--- src/rtl/clkmon_scan_ctrl.sv ---
// ============================================================================
//  Module      : clkmon_scan_ctrl
//  Description : Time-shares one clkmon frequency monitor across P_NUM_CH
//                clocks via an external mux and checks each sample against
//                per-channel limits.
//  Revision    : 1.0 - initial release
// ============================================================================
`default_nettype none

module clkmon_scan_ctrl #(
    parameter int P_NUM_CH     = 4,
    parameter int P_SEL_W      = 2,
    parameter int P_RST_CYC    = 16,
    parameter int P_SETTLE_CYC = 300000000
) (
    input  logic                    CLK,
    input  logic                    RESET_N,
    input  logic                    ENABLE,
    input  logic [P_NUM_CH-1:0]     CH_MASK,
    input  logic [16*P_NUM_CH-1:0]  CH_MIN,
    input  logic [16*P_NUM_CH-1:0]  CH_MAX,
    input  logic [15:0]             MON_FREQ,
    output logic [P_SEL_W-1:0]      MON_SEL,
    output logic                    MON_RST,
    output logic [16*P_NUM_CH-1:0]  CH_FREQ,
    output logic [P_NUM_CH-1:0]     CH_VALID,
    output logic [P_NUM_CH-1:0]     CH_ALARM,
    output logic                    ALARM,
    output logic                    SCAN_DONE
);

    localparam int c_SET_W = $clog2(P_SETTLE_CYC + 1);
    localparam int c_RST_W = $clog2(P_RST_CYC + 1);
    localparam int c_CNT_W = (c_SET_W > c_RST_W) ? c_SET_W : c_RST_W;

    typedef enum logic [2:0] {
        S_IDLE   = 3'd0,
        S_RESET  = 3'd1,
        S_SETTLE = 3'd2,
        S_SAMPLE = 3'd3,
        S_NEXT   = 3'd4
    } state_t;

    state_t                r_state;
    state_t                w_state_nxt;
    logic [P_SEL_W-1:0]    r_sel;
    logic [P_SEL_W-1:0]    w_sel_nxt;
    logic                  r_mon_rst;
    logic [c_CNT_W-1:0]    r_cnt;
    logic [15:0]           r_freq [P_NUM_CH];
    logic [15:0]           w_min  [P_NUM_CH];
    logic [15:0]           w_max  [P_NUM_CH];
    logic [P_NUM_CH-1:0]   r_valid;
    logic [P_NUM_CH-1:0]   r_ch_alarm;
    logic                  r_alarm_any;
    logic                  r_done;

    logic [P_SEL_W-1:0]    w_low;
    logic [P_SEL_W-1:0]    w_above;
    logic                  w_above_found;
    logic                  w_any;
    logic                  w_done;
    logic                  w_out_of_range;

    generate
        for (genvar g = 0; g < P_NUM_CH; g++) begin : g_unpack
            assign w_min[g]                = CH_MIN[16*g +: 16];
            assign w_max[g]                = CH_MAX[16*g +: 16];
            assign CH_FREQ[16*g +: 16]     = r_freq[g];
        end
    endgenerate

    assign w_any = |CH_MASK;

    // Lowest set mask bit, and lowest set bit strictly above the current channel.
    always_comb begin
        w_low         = '0;
        w_above       = '0;
        w_above_found = 1'b0;
        for (int k = P_NUM_CH - 1; k >= 0; k--) begin
            if (CH_MASK[k]) begin
                w_low = P_SEL_W'(k);
                if (k > int'(r_sel)) begin
                    w_above       = P_SEL_W'(k);
                    w_above_found = 1'b1;
                end
            end
        end
    end

    assign w_out_of_range = (MON_FREQ == 16'hFFFF) ||
                            (MON_FREQ < w_min[r_sel]) ||
                            (MON_FREQ > w_max[r_sel]);

    always_comb begin
        w_state_nxt = r_state;
        w_sel_nxt   = r_sel;
        w_done      = 1'b0;
        case (r_state)
            S_IDLE: begin
                if (ENABLE && w_any) begin
                    w_state_nxt = S_RESET;
                    w_sel_nxt   = w_low;
                end
            end
            S_RESET: begin
                if (!ENABLE)
                    w_state_nxt = S_IDLE;
                else if (r_cnt == '0)
                    w_state_nxt = S_SETTLE;
            end
            S_SETTLE: begin
                if (!ENABLE)
                    w_state_nxt = S_IDLE;
                else if (r_cnt == '0)
                    w_state_nxt = S_SAMPLE;
            end
            S_SAMPLE: w_state_nxt = S_NEXT;
            S_NEXT: begin
                w_done = w_any && !w_above_found;
                if (ENABLE && w_any) begin
                    w_state_nxt = S_RESET;
                    w_sel_nxt   = w_above_found ? w_above : w_low;
                end else begin
                    w_state_nxt = S_IDLE;
                end
            end
            default: w_state_nxt = S_IDLE;
        endcase
    end

    always_ff @(posedge CLK or negedge RESET_N) begin
        if (!RESET_N)
            r_state <= S_IDLE;
        else
            r_state <= w_state_nxt;
    end

    always_ff @(posedge CLK or negedge RESET_N) begin
        if (!RESET_N) begin
            r_sel       <= '0;
            r_mon_rst   <= 1'b1;
            r_cnt       <= '0;
            r_valid     <= '0;
            r_ch_alarm  <= '0;
            r_alarm_any <= 1'b0;
            r_done      <= 1'b0;
            for (int k = 0; k < P_NUM_CH; k++)
                r_freq[k] <= 16'hFFFF;
        end else begin
            r_sel       <= w_sel_nxt;
            // Monitor is held in reset whenever the mux may switch or no step is active.
            r_mon_rst   <= (w_state_nxt == S_IDLE) || (w_state_nxt == S_RESET);
            r_done      <= w_done;
            r_alarm_any <= |r_ch_alarm;

            if (r_state != S_RESET && w_state_nxt == S_RESET)
                r_cnt <= c_CNT_W'(P_RST_CYC - 1);
            else if (r_state == S_RESET && w_state_nxt == S_SETTLE)
                r_cnt <= c_CNT_W'(P_SETTLE_CYC - 1);
            else if (r_cnt != '0)
                r_cnt <= r_cnt - 1'b1;

            r_valid    <= r_valid & CH_MASK;
            r_ch_alarm <= r_ch_alarm & CH_MASK;
            // A channel masked mid-step has its result discarded.
            if (r_state == S_SAMPLE && CH_MASK[r_sel]) begin
                r_freq[r_sel]     <= MON_FREQ;
                r_valid[r_sel]    <= 1'b1;
                r_ch_alarm[r_sel] <= w_out_of_range;
            end
        end
    end

    assign MON_SEL   = r_sel;
    assign MON_RST   = r_mon_rst;
    assign CH_VALID  = r_valid;
    assign CH_ALARM  = r_ch_alarm;
    assign ALARM     = r_alarm_any;
    assign SCAN_DONE = r_done;

endmodule

`default_nettype wire

--- config.mk ---
export PLATFORM = sky130hd
export DESIGN_NAME = clkmon_scan_ctrl
export DESIGN_NICKNAME = d
export VERILOG_FILES = /design/src/rtl/clkmon_scan_ctrl.sv
export SDC_FILE = /design/constraint.sdc
export NUM_CORES = 1
export LEC_CHECK = 0
export ABC_AREA = 0
export BUFFER_PORTS_ARGS = -buffer_cell sky130_fd_sc_hd__buf_4
export CORE_AREA = 2 2 119 145
export CTS_BUF_LIST = sky130_fd_sc_hd__clkbuf_8
export DETAILED_ROUTE_END_ITERATION = 8
export DIE_AREA = 0 0 121 147
export GPL_TIMING_DRIVEN = 0
export HOLD_SLACK_MARGIN = 0.05
export PLACE_DENSITY_LB_ADDON = 0.08
export SLEW_MARGIN = 5
export SYNTH_ARGS = -nofsm -noshare
export SYNTH_HDL_FRONTEND = slang
export SYNTH_SLANG_ARGS = --single-unit
export TNS_END_PERCENT = 50
--- constraint.sdc ---
create_clock -name CLK -period 4.25 [get_ports CLK]
set_clock_uncertainty 0.15 [all_clocks]
set_input_delay 0.85 -clock CLK [delete_from_list [all_inputs] [get_ports CLK]]
set_output_delay 0.85 -clock CLK [all_outputs]
set_load 0.02 [all_outputs]
Word level (Yosys, flattened, before mapping)
Cells that the tools add are included.
- add/sub/neg operators: 1
- magnitude comparators: 9
- equal/unequal tests: 10
- multiplexer cells: 47
- bitwise logic cells: 4
- reductions and logical operators: 20
- operator list (kind ; number):
    29-bit 2-to-1 mux ; 3
    16-bit 2-to-1 mux ; 5
    16-bit binary-select mux with 2-bit select ; 2
    64-bit bitwise mux ; 1
    16-bit demux with 2-bit select ; 1
    29-bit zero test ; 1
    29-bit nonzero test ; 1
    29-bit by 1-bit subtractor with 29-bit output, second input constant ; 1
    2-bit 2-to-1 mux ; 13
    16-bit == test, second input constant ; 1
    16-bit greater-than comparator ; 1
    16-bit less-than comparator ; 1
    3-bit 2-to-1 mux ; 5
    3-bit one-hot mux with 5 select lines ; 1
    1-bit 2-to-1 mux ; 10
    3-bit by 2-bit == test with 1-bit output, second input constant ; 3
    4-bit bitwise AND ; 2
    4-bit 2-to-1 mux ; 2
    4-bit OR reduction ; 2
    1-bit logical AND ; 7
    3-bit by 1-bit == test with 1-bit output, second input constant ; 2
    3-bit zero test ; 2
    4-bit bitwise mux ; 1
    2-bit greater-than comparator, first input constant ; 2
    18 further kinds ; 21
- register bits after elaboration: 109
- bits of input ports: 151
- output and inout bits: 77
- word-level logic and storage cells: 103

Logic depth before layout (Yosys ltp)
Gate-level depths: netlist of run 1.
- word-level depth: 10
- gate-level depth with buffers: 10
- depth with buffers taken out: 8

Worst setup path after synthesis of run 1
Ideal clock, no wire load.
- kind: flip-flop to flip-flop
- from: register r_sel[0] (netlist: MON_SEL[0])
- to: register r_ch_alarm[2] (netlist: CH_ALARM[2])
- library setup time: 0.087 ns
- data arrival time: 3.273 ns
- required time: 4.013 ns
- setup slack: 0.740 ns
- stages on the path, launching flop included: 11
- path buffers: 2
- clock period less this slack: 3.510 ns
- cell sequence: dfrtp_1 > clkbuf_1 > buf_1 > mux4_2 > inv_1 > ha_1 > a2111oi_0 > o21ai_0 > a211oi_1 > o211ai_1 > o211ai_1
- longest elaborated chain between the ends: 9
- elaborated cells on any way between the ends: 21
- classes of those cells: order compare (4); mux (12); bitwise (1); reduce/logical (4)
- ends and longest elaborated chain (what ; line ; text):
    start, declared ; 46 ; logic [P_SEL_W-1:0] r_sel;
    start signal, assigned ; 151 ; r_sel <= w_sel_nxt;
    2-bit inverter with 3-bit output (not written as such) ; 92, 93 ;
    16-bit binary-select mux with 2-bit select ; 92 ; (MON_FREQ < w_min[r_sel]) ||
    16-bit 2-to-1 mux (not written as such) (2 in series) ; 92 ;
    16-bit less-than comparator ; 92 ;
    1-bit logical OR ; 91 ; assign w_out_of_range = (MON_FREQ == 16'hFFFF) ||
    1-bit logical OR ; 92 ;
    4-bit bitwise mux ; 170 ; r_ch_alarm[r_sel] <= w_out_of_range;
    4-bit 2-to-1 mux * ; 167 ; if (r_state == S_SAMPLE && CH_MASK[r_sel]) begin
    end signal, assigned ; 165 ; r_ch_alarm <= r_ch_alarm & CH_MASK;
    end signal, assigned by index ; 170 ;
    end, declared ; 54 ; logic [P_NUM_CH-1:0] r_ch_alarm;
Every way passes the cells marked *; elsewhere a longest branch is shown, timed or not. The select of a mux whose other input is x is not followed.
A chain may end at the register's enable or synchronous reset.

Worst setup path in the final report of run 1
- from: register r_sel[1] (netlist: MON_SEL[1])
- to: register r_ch_alarm[3] (netlist: CH_ALARM[3])
The elaborated chain is that of the path after synthesis.

==> reports/metrics.cfg, run 1 <==
[route]
drc = 0
first_iter_violations = 347
antenna_left = 0
via_per_inst = 5.34
vias = 5532
wl_per_cell_um = 20.0
first_pass_iters = 4
totalWireLength_um = 20700

[synthesis]
synth.top_cell.area_share = 0.265
synth_compound_area_frac = 0.0992
synthTopCellsByArea = dfstp_2 26%, dfrtp_1 17%, mux4_2 11%, mux2_2 8.4%, ha_1 6.2%
synth_area_leader_cell = dfstp_2
synth-seq-cells = 109
syn-instance-count = 577
synth_flop_cell = dfstp_2
synthSimpleGateAreaFrac = 0.141
synth_seq_area_share = 0.436
synthesis.area_sq_um = 6450
yosysWarnings = 0
syn_avg_cell_area_sq_um = 11.2
synth-edff-count = 0
async_flop_share = 1.00
syn_nets = 760
synthXorXnorAreaFrac = 0.0204
synth_top_family_by_area = multiplexers
synthAdderAreaFrac = 0.0621
synth_mux_area_frac = 0.197
synth_cell_types = 60

[flow_run]
maxCapViolations = 0

[grt]
antenna_found_initial = 0
first_global_vias = 5859
grt_max_degree = 57
grt.total_usage = 0.239
grt.busiest_layer = met2
grt_overflow = 0
grt_use_met2 = 0.445
met1_usage = 0.274
met3_usage = 0.0349
grt_pass1_wl_um = 32200

[status]
outcome = finished clean

[clock_tree]
clk_path_buf_depth = 2
cts_tree = built
clk_pin_slew_ns = 0.10
htreeDepth = 3
cts_root_buffer = clkbuf_8
clkSinkCount = 109
post-cts-setup-buffers = 0
cts_made_buffers = 9
clock_latency_ns = 0.40

[final_layout]
final_cells = 1035
antenna_cells = 0
final_cell_mix = 226 x buf_4, 78 x nand2_1, 65 x dfstp_2
layout-drive-gt1-share = 0.502
final_common_cell = buf_4
finalCoreUtilization = 0.526
area_delta_synth_final_pct = 34.2
layout.nets = 997

[power]
p_leak_nw = 4.13
power_mw = 2.67
powerDensity_nw_per_um2 = 308
worst_ir_drop_vdd_mv = 0.132

[setup_path]
slowest_delay_ns = 0.67
crit_family = buffers and inverters
crit_type = reg2reg
critPathBufInv = 3
arrival_ns = 4.03
crit_chain = clkbuf_1 -> buf_1 -> mux4_2 -> inv_1 -> ha_1 -> a211o_1 -> a21oi_1 -> a31oi_1 -> o31ai_1 -> o211ai_1
required_ns = 4.35
rrSetupSlack_ns = 0.32
start_kind = flip-flop
slowest_stage = buf_1
end_kind = flip-flop
cp_max_fo = 10

[die]
core-area_sq_um = 16500
die_area_sq_um = 17800
start_util = 0.392
rows = 52
ios = 228
die_x_um = 121
die_height_um = 147

[sta]
min_period_ns = 3.93
setup_ws_ns = 0.324
tightest_slew_ns = 1.12
post-route-period-util = 0.924
fmax_ghz = 0.255
setup_violations = 0
hold_violations = 0
slew_violations = 0
slew_headroom = 0.244
whs_ns = 0.320
rsz0062_at_grt = false

[placement]
dp_slack_ns = -0.0401
dp_hpwl_um = 16500
portBuffers = 225
dp.cells = 1019
gp_congestion = 0.898

[hold_path]
hp-class = reg2reg

[area by class of cell]
type                    instances  area (sq um)
plain buffers                  24           136
clock inverters                 7          80.1
multi-input cells             401          3360
well taps                     216           270
repair buffers                226          1720
inverters                      43           161
flip-flops and latches        109          2810
clock buffers                   9           124
fillers                      1500          7810
[sequential cells by signal, summed over array words and instances (netlist names)]
register   flops
MON_RST        1
CH_FREQ       64
ALARM          1
r_state        3
CH_VALID       4
MON_SEL        2
CH_ALARM       4
SCAN_DONE      1
r_cnt         29
[power by group]
group	switching [mW]	internal (mW)	leakage (nW)
Combinational	0.456	0.420	2.75
Sequential	0.0391	1.08	1.26
Clock	0.395	0.283	0.108
[synthesized netlist by cell type (all sizes together) (7+ instances only)]
| cell type | count |
|---|---|
| a21oi | 23 |
| a31oi | 7 |
| buf | 9 |
| clkbuf | 15 |
| dfrtp | 44 |
| dfstp | 65 |
| ha | 32 |
| inv | 43 |
| mux2 | 48 |
| mux4 | 32 |
| nand2 | 78 |
| nand3 | 12 |
| nand4 | 11 |
| nor2 | 19 |
| nor3 | 7 |
| nor4 | 7 |
| o211ai | 14 |
| o21ai | 17 |
| or3 | 9 |
| or4 | 12 |
| xor2 | 9 |
[metrics by stage]
stage	instance area [sq um]	TNS [ns]
after floorplan	6450	0
after CTS	8650	0
after detailed placement	8430	-0.0612
final	8650	0
after global placement	8410	-0.00612
after global routing	8650	0
[worst min-delay path, stage by stage (launching register included)]
cell	delay, ns
dfstp_2	0.38
nand2_1	0.05
nand2_1	0.05
[layer usage]
metal / up-vias / part of all wire
li1: 2601 / -
met1: 2718 / 0.38
met2: 188 / 0.55
met3: 25 / 0.044
met4: 0 / 0.025
met5: - / 0
[cell families (layout without fill, tap and decap cells)]
kind of cell    count (synthesis)  count (layout)
xor+xnor                       15              15
simple gates                  177             177
flops                         109             109
compound gates                 96              96
buf+inv                        67             309
mux                            81              81
fa+ha+maj                      32              32
[repair_timing]
item                       in CTS  in global routing
hold buffers                    0                  0
setup endpoints to repair       4                  4
pin swaps                       0                  0
resized for setup               3                  5
hold endpoints to repair        0                  0
cloned                          0                  0
[path summary, 6_finish.rpt]
kind                                    startpoint                 endpoint  depth (start not counted)
max in group asynchronous                  RESET_N  CH_FREQ[16]$_DFFE_PN1P_                          2
min in group asynchronous                  RESET_N    r_cnt[19]$_DFFE_PN0P_                          1
max                         MON_SEL[1]$_DFFE_PN0P_    CH_ALARM[3]$_DFF_PN0_                         10
max reg2reg                 MON_SEL[1]$_DFFE_PN0P_    CH_ALARM[3]$_DFF_PN0_                         10
min reg2reg                CH_FREQ[15]$_DFFE_PN1P_  CH_FREQ[15]$_DFFE_PN1P_                          2
min                        CH_FREQ[15]$_DFFE_PN1P_  CH_FREQ[15]$_DFFE_PN1P_                          2
Note: power is estimated with default switching activity, not from simulation.
==> inputs of run 2 (changes only) <==
--- a/config.mk
+++ b/config.mk
@@ -14,6 +14,7 @@
 export GPL_TIMING_DRIVEN = 0
 export HOLD_SLACK_MARGIN = 0.05
 export PLACE_DENSITY_LB_ADDON = 0.08
+export REMOVE_ABC_BUFFERS = 1
 export SLEW_MARGIN = 5
 export SYNTH_ARGS = -nofsm -noshare
 export SYNTH_HDL_FRONTEND = slang
==> constraint.sdc (replaced) <==
create_clock -name CLK -period 4.25 [get_ports CLK]
set_clock_uncertainty 0.15 [all_clocks]
set_input_delay 0.425 -clock CLK [delete_from_list [all_inputs] [get_ports CLK]]
set_output_delay 0.425 -clock CLK [all_outputs]
set_load 0.005 [all_outputs]
==> run 2 against run 1 <==
Flip-flop and latch count stayed put; clock-buffer cell count unchanged; design area decreased by 0.88%; critical path depth down 1; fmax grew 13%; global-route usage fell by 1.3 points; hold slack worse by 0.22 ns; via count is 0.27% lower; setup slack improved by 0.45 ns; first-iteration DRC count is 28% lower; sequential power grew 4%; highest routed layer unchanged.
==> reports/metrics.cfg, run 2 (same netlist as run 1, synthesis figures left out) <==
[sta]
min_period_ns = 3.47  ; was 3.93 ns
setup_ws_ns = 0.776  ; was 0.324 ns
slew_violations = 0  ; unchanged
rsz0062_at_grt = false  ; unchanged
hold_violations = 0  ; unchanged
fmax_ghz = 0.288  ; was 0.255 GHz
tightest_slew_ns = 1.14  ; was 1.12 ns
setup_violations = 0  ; unchanged
slew_headroom = 0.233  ; was 0.244
post-route-period-util = 0.817  ; was 0.924

[setup_path]
required_ns = 4.41  ; was 4.35 ns
cp-endpoint = CH_ALARM[0]$_DFF_PN0_  ; was CH_ALARM[3]$_DFF_PN0_
cp_max_fo = 28  ; was 10
end_kind = flip-flop  ; unchanged
arrival_ns = 3.63  ; was 4.03 ns
rrSetupSlack_ns = 0.78  ; was 0.32 ns
reg2reg_depth = 9  ; was 10
startpoint = MON_SEL[0]$_DFFE_PN0P_  ; was MON_SEL[1]$_DFFE_PN0P_
reg2reg_from = MON_SEL[0]$_DFFE_PN0P_  ; was MON_SEL[1]$_DFFE_PN0P_
crit_type = reg2reg  ; unchanged
start_kind = flip-flop  ; unchanged
reg2reg_to = CH_ALARM[0]$_DFF_PN0_  ; was CH_ALARM[3]$_DFF_PN0_

[clock_tree]
cts_root_buffer = clkbuf_8  ; unchanged
clkSinkCount = 109  ; unchanged
cts_made_buffers = 9  ; unchanged
clk_pin_slew_ns = 0.12  ; was 0.10 ns
cts_tree = built  ; unchanged
clk_path_buf_depth = 2  ; unchanged
htreeDepth = 3  ; unchanged
clock_latency_ns = 0.41  ; was 0.40 ns
cts_resized = 0  ; was 3
post-cts-setup-buffers = 0  ; unchanged

[placement]
portBuffers = 227  ; was 225
dp_slack_ns = 0.707  ; was -0.0401 ns
gp_congestion = 0.818  ; was 0.898
dp_hpwl_um = 15200  ; was 16,500 um

[status]
outcome = finished clean  ; unchanged

[final_layout]
fillers = 1508  ; was 1,500
layout-drive-gt1-share = 0.514  ; was 0.502
finalCoreUtilization = 0.521  ; was 0.526
final_common_cell = buf_4  ; unchanged
area_delta_synth_final_pct = 33.0  ; was 34.2%
layout.nets = 978  ; was 997
final_cell_mix = 226 x buf_4, 78 x nand2_1, 65 x dfstp_2  ; unchanged
antenna_cells = 0  ; unchanged
largest_reg_flops = 64  ; unchanged

[route]
totalWireLength_um = 19600  ; was 20,700 um
drc = 0  ; unchanged
antenna_left = 0  ; unchanged
via_per_inst = 5.43  ; was 5.34
first_iter_violations = 250  ; was 347
first_pass_iters = 4  ; unchanged
vias = 5517  ; was 5,532
wl_per_cell_um = 19.3  ; was 20.0 um

[grt]
grt.total_usage = 0.226  ; was 0.239
first_global_vias = 5933  ; was 5,859
grt_pass1_wl_um = 31200  ; was 32,200 um
grt_max_degree = 110  ; was 57
antenna_found_initial = 0  ; unchanged
grt_overflow = 0  ; unchanged

[die]
core-area_sq_um = 16500  ; unchanged
die_area_sq_um = 17800  ; unchanged
start_util = 0.392  ; unchanged
ios = 228  ; unchanged
die_height_um = 147  ; unchanged
die_x_um = 121  ; unchanged
rows = 52  ; unchanged

[power]
p_leak_nw = 4.09  ; was 4.13 nW
worst_ir_drop_vdd_mv = 0.143  ; was 0.132 mV
powerDensity_nw_per_um2 = 308  ; about the same

[flow_run]
maxCapViolations = 0  ; unchanged

[hold_path]
hp-class = in2reg  ; was reg2reg

==> run 2: final cells by class <==
type / count / area (sq um) / share of cell area
Timing Repair Buffer: 231 / 1760 / 0.206
Clock inverter: 7 / 87.6 / 0.0102
Clock buffer: 9 / 124 / 0.0144
Sequential cell: 109 / 2810 / 0.328
Multi-Input combinational cell: 401 / 3360 / 0.392
Tap cell: 216 / 270 / 0.0315
Inverter: 43 / 161 / 0.0188
==> run 2: worst min-delay path by stage <==
stage / slack (ns) / start / cells past startpoint / end
floorplan: -0.02 / RESET_N / 0 / ALARM$_DFF_PN0_
global placement: 0.30 / CH_FREQ[2]$_DFFE_PN1P_ / 2 / CH_FREQ[2]$_DFFE_PN1P_
detailed placement: 0.30 / CH_FREQ[12]$_DFFE_PN1P_ / 2 / CH_FREQ[12]$_DFFE_PN1P_
CTS: 0.09 / MON_FREQ[13] / 3 / CH_FREQ[13]$_DFFE_PN1P_
global route: 0.10 / MON_FREQ[15] / 3 / CH_FREQ[15]$_DFFE_PN1P_
finish: 0.10 / MON_FREQ[15] / 3 / CH_FREQ[15]$_DFFE_PN1P_
==> run 2: critical path: stages (launching register included) <==
cell and delay, ns:
dfrtp_2 0.63, buf_12 0.28, mux4_2 0.53, inv_1 0.07, ha_1 0.23, a2111oi_0 0.48
o21ai_0 0.20, a211oi_1 0.52, o211ai_1 0.15, o211ai_1 0.12
==> run 2: metrics by stage <==
step / setup TNS (ns) / std cells / area [sq um] / hold WS (ns) / power [mW]
global route: 0 / 1016 / 8580 / 0.103 / 2.80
CTS: 0 / 1016 / 8580 / 0.0870 / 2.67
detailed placement: 0 / 999 / 8360 / 0.301 / 1.97
global placement: -10.82 / 996 / 8300 / 0.298 / 1.94
finish: 0 / 1016 / 8580 / 0.102 / 2.64
floorplan: 0 / 553 / 6320 / -0.0206 / 1.65
==> run 2: what timing repair did <==
item                                   4_1_cts  5_1_grt
hold buffers                                 1        0
setup endpoints to repair                    0        0
endpoints found under the hold margin        6        0
==> run 2: power breakdown <==
group | switching (mW) | internal (mW)
registers | 0.0826 | 1.08
logic | 0.375 | 0.408
clock network | 0.411 | 0.289
==> run 2: per-layer routing <==
layer	up-vias	GRT usage	part of all wire
met4	0	0.0988	0.028
met3	28	0.0322	0.043
met5	-	0	0
met2	180	0.412	0.54
met1	2743	0.261	0.39
li1	2566	-	-
==> inputs of run 3 (changes only) <==
--- a/config.mk
+++ b/config.mk
@@ -5,12 +5,12 @@
 export SDC_FILE = /design/constraint.sdc
 export NUM_CORES = 1
 export LEC_CHECK = 0
-export ABC_AREA = 0
+export ABC_AREA = 1
 export BUFFER_PORTS_ARGS = -buffer_cell sky130_fd_sc_hd__buf_4
-export CORE_AREA = 2 2 119 145
+export CORE_AREA = 2 2 117 142
 export CTS_BUF_LIST = sky130_fd_sc_hd__clkbuf_8
 export DETAILED_ROUTE_END_ITERATION = 8
-export DIE_AREA = 0 0 121 147
+export DIE_AREA = 0 0 119 144
 export GPL_TIMING_DRIVEN = 0
 export HOLD_SLACK_MARGIN = 0.05
 export PLACE_DENSITY_LB_ADDON = 0.08
==> constraint.sdc (replaced) <==
create_clock -name CLK -period 3.5 [get_ports CLK]
set_clock_uncertainty 0.15 [all_clocks]
set_input_delay 0.35 -clock CLK [delete_from_list [all_inputs] [get_ports CLK]]
set_output_delay 0.35 -clock CLK [all_outputs]
set_load 0.005 [all_outputs]
==> run 3 against run 2 <==
Sequential share of layout area increased by 0.99 points; global-route usage increased by 0.58 points; sequential power increased by 16%; via count increased by 6.3%; critical path depth increased by 5; fmax increased by 7.3%; largest cell class unchanged.
==> reports/metrics.cfg, run 3 <==
[clock_tree]
clk_path_buf_depth = 2  ; unchanged
cts_root_buffer = clkbuf_8  ; unchanged
cts_tree = built  ; unchanged
htreeDepth = 3  ; unchanged
cts_made_buffers = 9  ; unchanged
clk_pin_slew_ns = 0.11  ; was 0.12 ns
clock_latency_ns = 0.40  ; was 0.41 ns
clkSinkCount = 109  ; unchanged

[setup_path]
cp_max_fo = 17  ; was 28
required_ns = 3.63  ; was 4.41 ns
critPathBufInv = 1  ; was 2
end_kind = flip-flop  ; unchanged
arrival_ns = 3.37  ; was 3.63 ns
crit_type = reg2reg  ; unchanged
reg2reg_to = CH_ALARM[1]$_DFF_PN0_  ; was CH_ALARM[0]$_DFF_PN0_
crit_family = simple AND/OR/NAND/NOR gates  ; was compound AO/OA/AOI/OAI gates
crit_chain = nand2_1 -> clkinvlp_4 -> a221oi_1 -> ha_1 -> nand2_1 -> nor2_1 -> nand2_1 -> nand3_1 -> nand2_1 -> a22oi_1 -> nor2_1 -> nand2_1 -> nand2_1 -> nand2_1  ; was buf_12 -> mux4_2 -> inv_1 -> ha_1 -> a2111oi_0 -> o21ai_0 -> a211oi_1 -> o211ai_1 -> o211ai_1
rrSetupSlack_ns = 0.26  ; was 0.78 ns
slowest_delay_ns = 0.63  ; about the same
reg2reg_from = MON_SEL[1]$_DFFE_PN0P_  ; was MON_SEL[0]$_DFFE_PN0P_
reg2reg_depth = 14  ; was 9
start_kind = flip-flop  ; unchanged
slowest_stage = a221oi_1  ; was dfrtp_2
cpMostUsedCell = nand2_1  ; was o211ai_1

[final_layout]
antenna_cells = 0  ; unchanged
area_delta_synth_final_pct = 34.0  ; was 33.0%
final_common_cell = buf_4  ; unchanged
final_cell_mix = 226 x buf_4, 145 x nand2_1, 65 x dfstp_2  ; was 226 x buf_4, 78 x nand2_1, 65 x dfstp_2
final_cells = 1152  ; was 1,016
layout.nets = 1118  ; was 978
largest_reg_flops = 64  ; unchanged
finalCoreUtilization = 0.524  ; was 0.521
layout-drive-gt1-share = 0.376  ; was 0.514

[die]
start_util = 0.391  ; was 0.392
die_area_sq_um = 17100  ; was 17,800 sq um
die_height_um = 144  ; was 147 um
die_x_um = 119  ; was 121 um
rows = 51  ; was 52
core-area_sq_um = 15900  ; was 16,500 sq um
ios = 228  ; unchanged

[flow_run]
maxCapViolations = 0  ; unchanged

[synthesis]
syn-instance-count = 718  ; was 577
synth_cell_types = 43  ; was 60
synth_flop_cell = dfstp_2  ; unchanged
synth_most_common_cell = nand2_1  ; unchanged
synth_top_cells_by_count = 145 x nand2_1, 65 x dfstp_2, 58 x nor2_1  ; was 78 x nand2_1, 65 x dfstp_2, 48 x mux2_2
yosysWarnings = 0  ; unchanged
synth.top_cell.area_share = 0.275  ; was 0.265
synthesis.area_sq_um = 6210  ; was 6450 sq um
synth_area_leader_cell = dfstp_2  ; unchanged
async_flop_share = 1.00  ; unchanged
syn_avg_cell_area_sq_um = 8.65  ; was 11.2 sq um
synth-edff-count = 0  ; unchanged
synth-seq-cells = 109  ; unchanged
synthTopCellsByArea = dfstp_2 28%, dfrtp_1 18%, nand2_1 8.8%, ha_1 6.4%, o21ai_1 4.5%  ; was dfstp_2 26%, dfrtp_1 17%, mux4_2 11%, mux2_2 8.4%, ha_1 6.2%
synth_seq_area_share = 0.452  ; was 0.436

[grt]
first_global_vias = 5812  ; was 5,933
antenna_found_initial = 0  ; unchanged
grt_max_degree = 110  ; unchanged
grt.total_usage = 0.232  ; was 0.226
grt_pass1_wl_um = 30700  ; was 31,200 um
grt_overflow = 0  ; unchanged

[sta]
hold_violations = 0  ; unchanged
slew_headroom = 0.319  ; was 0.233
tightest_slew_ns = 1.02  ; was 1.14 ns
min_period_ns = 3.24  ; was 3.47 ns
fmax_ghz = 0.309  ; was 0.288 GHz
post-route-period-util = 0.925  ; was 0.817
rsz0062_at_grt = false  ; unchanged
slew_violations = 0  ; unchanged
tns_ns = 0  ; unchanged
setup_violations = 0  ; unchanged

[route]
wl_per_cell_um = 17.4  ; was 19.3 um
drc = 0  ; unchanged
via_per_inst = 5.09  ; was 5.43
vias = 5865  ; was 5,517
first_pass_iters = 5  ; was 4
first_iter_violations = 362  ; was 250
antenna_left = 0  ; unchanged
totalWireLength_um = 20100  ; was 19,600 um

[placement]
gp_congestion = 0.810  ; was 0.818
portBuffers = 227  ; unchanged
dp_hpwl_um = 15100  ; was 15,200 um
dp.cells = 1130  ; was 999

[power]
powerDensity_nw_per_um2 = 353  ; was 308 nW/um^2
worst_ir_drop_vdd_mv = 0.188  ; was 0.143 mV
p_leak_nw = 4.05  ; was 4.09 nW

[status]
outcome = finished clean  ; unchanged

[hold_path]
min_path_cells = 3  ; unchanged
hold_end = CH_FREQ[8]$_DFFE_PN1P_  ; was CH_FREQ[15]$_DFFE_PN1P_
hp-class = in2reg  ; unchanged
hp-start = MON_FREQ[8]  ; was MON_FREQ[15]

[run 3: changes by cell type in the layout (fill, tap and decap cells not counted), sizes merged, moves of 10 or more]
| cell | change |
|---|---|
| mux4 | -32 |
| inv | +23 |
| o211ai | -10 |
| nand3 | +13 |
| mux2 | -48 |
| nor3 | +10 |
| or4 | -11 |
| o21ai | +69 |
| a221oi | +31 |
| a22o | +30 |
| nor2 | +49 |
| nand2 | +73 |
[run 3: where the power goes]
part | internal [mW] | leakage [nW] | switching, mW
Combinational | 0.382 | 2.69 | 0.481
Clock | 0.263 | 0.0927 | 0.474
Sequential | 1.30 | 1.27 | 0.0420
[run 3: metal layers]
metal	part of all wire	up-vias	global-route usage
met1	0.40	2775	0.274
met5	0	-	0
met3	0.044	13	0.0422
met4	0.011	0	0.0482
met2	0.54	154	0.439
li1	-	2923	-
[run 3: cell type report]
class	instances	area (sq um)
clock buffer	9	124
clock inverter	7	50.0
fill	1546	7570
inverter	69	263
multi-input combinational	512	3030
sequential	109	2810
tap	212	265
timing repair buffer	233	1770
timing repair inverter	1	7.51
[run 3: timing repair]
| action | in CTS | in global routing |
|---|---|---|
| setup endpoints to repair | 0 | 4 |
| resized for setup | 0 | 5 |
| setup buffers | 0 | 0 |
| endpoints found under the hold margin | 48 | 0 |
| hold buffers | 5 | 0 |
[run 3: logic make-up (layout without fill, tap and decap cells)]
group                      after synthesis  in the layout  synth area share
and+or+nand+nor                        278            278             0.201
xor gates and xnor gates                16             16            0.0226
DFF                                    109            109             0.452
buffers and inverters                   97            319            0.0653
adders and majority gates               32             32            0.0645
AOI/OAI and AO/OA                      186            186             0.195
[run 3: worst max path at each step]
stage / cells past startpoint / slack (ns) / end / from
final: 14 / 0.26 / CH_ALARM[1]$_DFF_PN0_ / MON_SEL[1]$_DFFE_PN0P_
after floorplan: 11 / 0.28 / CH_ALARM[0]$_DFF_PN0_ / MON_SEL[0]$_DFFE_PN0P_
after CTS: 14 / 0.12 / CH_ALARM[2]$_DFF_PN0_ / MON_SEL[1]$_DFFE_PN0P_
after global placement: 14 / -0.85 / CH_ALARM[3]$_DFF_PN0_ / MON_SEL[0]$_DFFE_PN0P_
after detailed placement: 14 / 0.16 / CH_ALARM[2]$_DFF_PN0_ / MON_SEL[1]$_DFFE_PN0P_
after global routing: 13 / 0.005 / CH_ALARM[1]$_DFF_PN0_ / MON_SEL[1]$_DFFE_PN0P_
[run 3: through the flow]
stage | hold WS [ns] | cell area [sq um] | worst slack, ns | total power, mW
2_1_floorplan | -0.0956 | 6060 | 0.279 | 1.86
3_3_place_gp | 0.312 | 8030 | -0.854 | 2.20
3_5_place_dp | 0.314 | 8070 | 0.157 | 2.22
4_1_cts | 0.0941 | 8290 | 0.122 | 2.96
5_1_grt | 0.115 | 8320 | 0.00469 | 3.11
6_report | 0.114 | 8320 | 0.263 | 2.94
[run 3: tightest hold or removal path, delay by kind of cell]
family                 cells  cell delay, ns
AOI/OAI and AO/OA          1            0.08
buffers and inverters      2            0.24
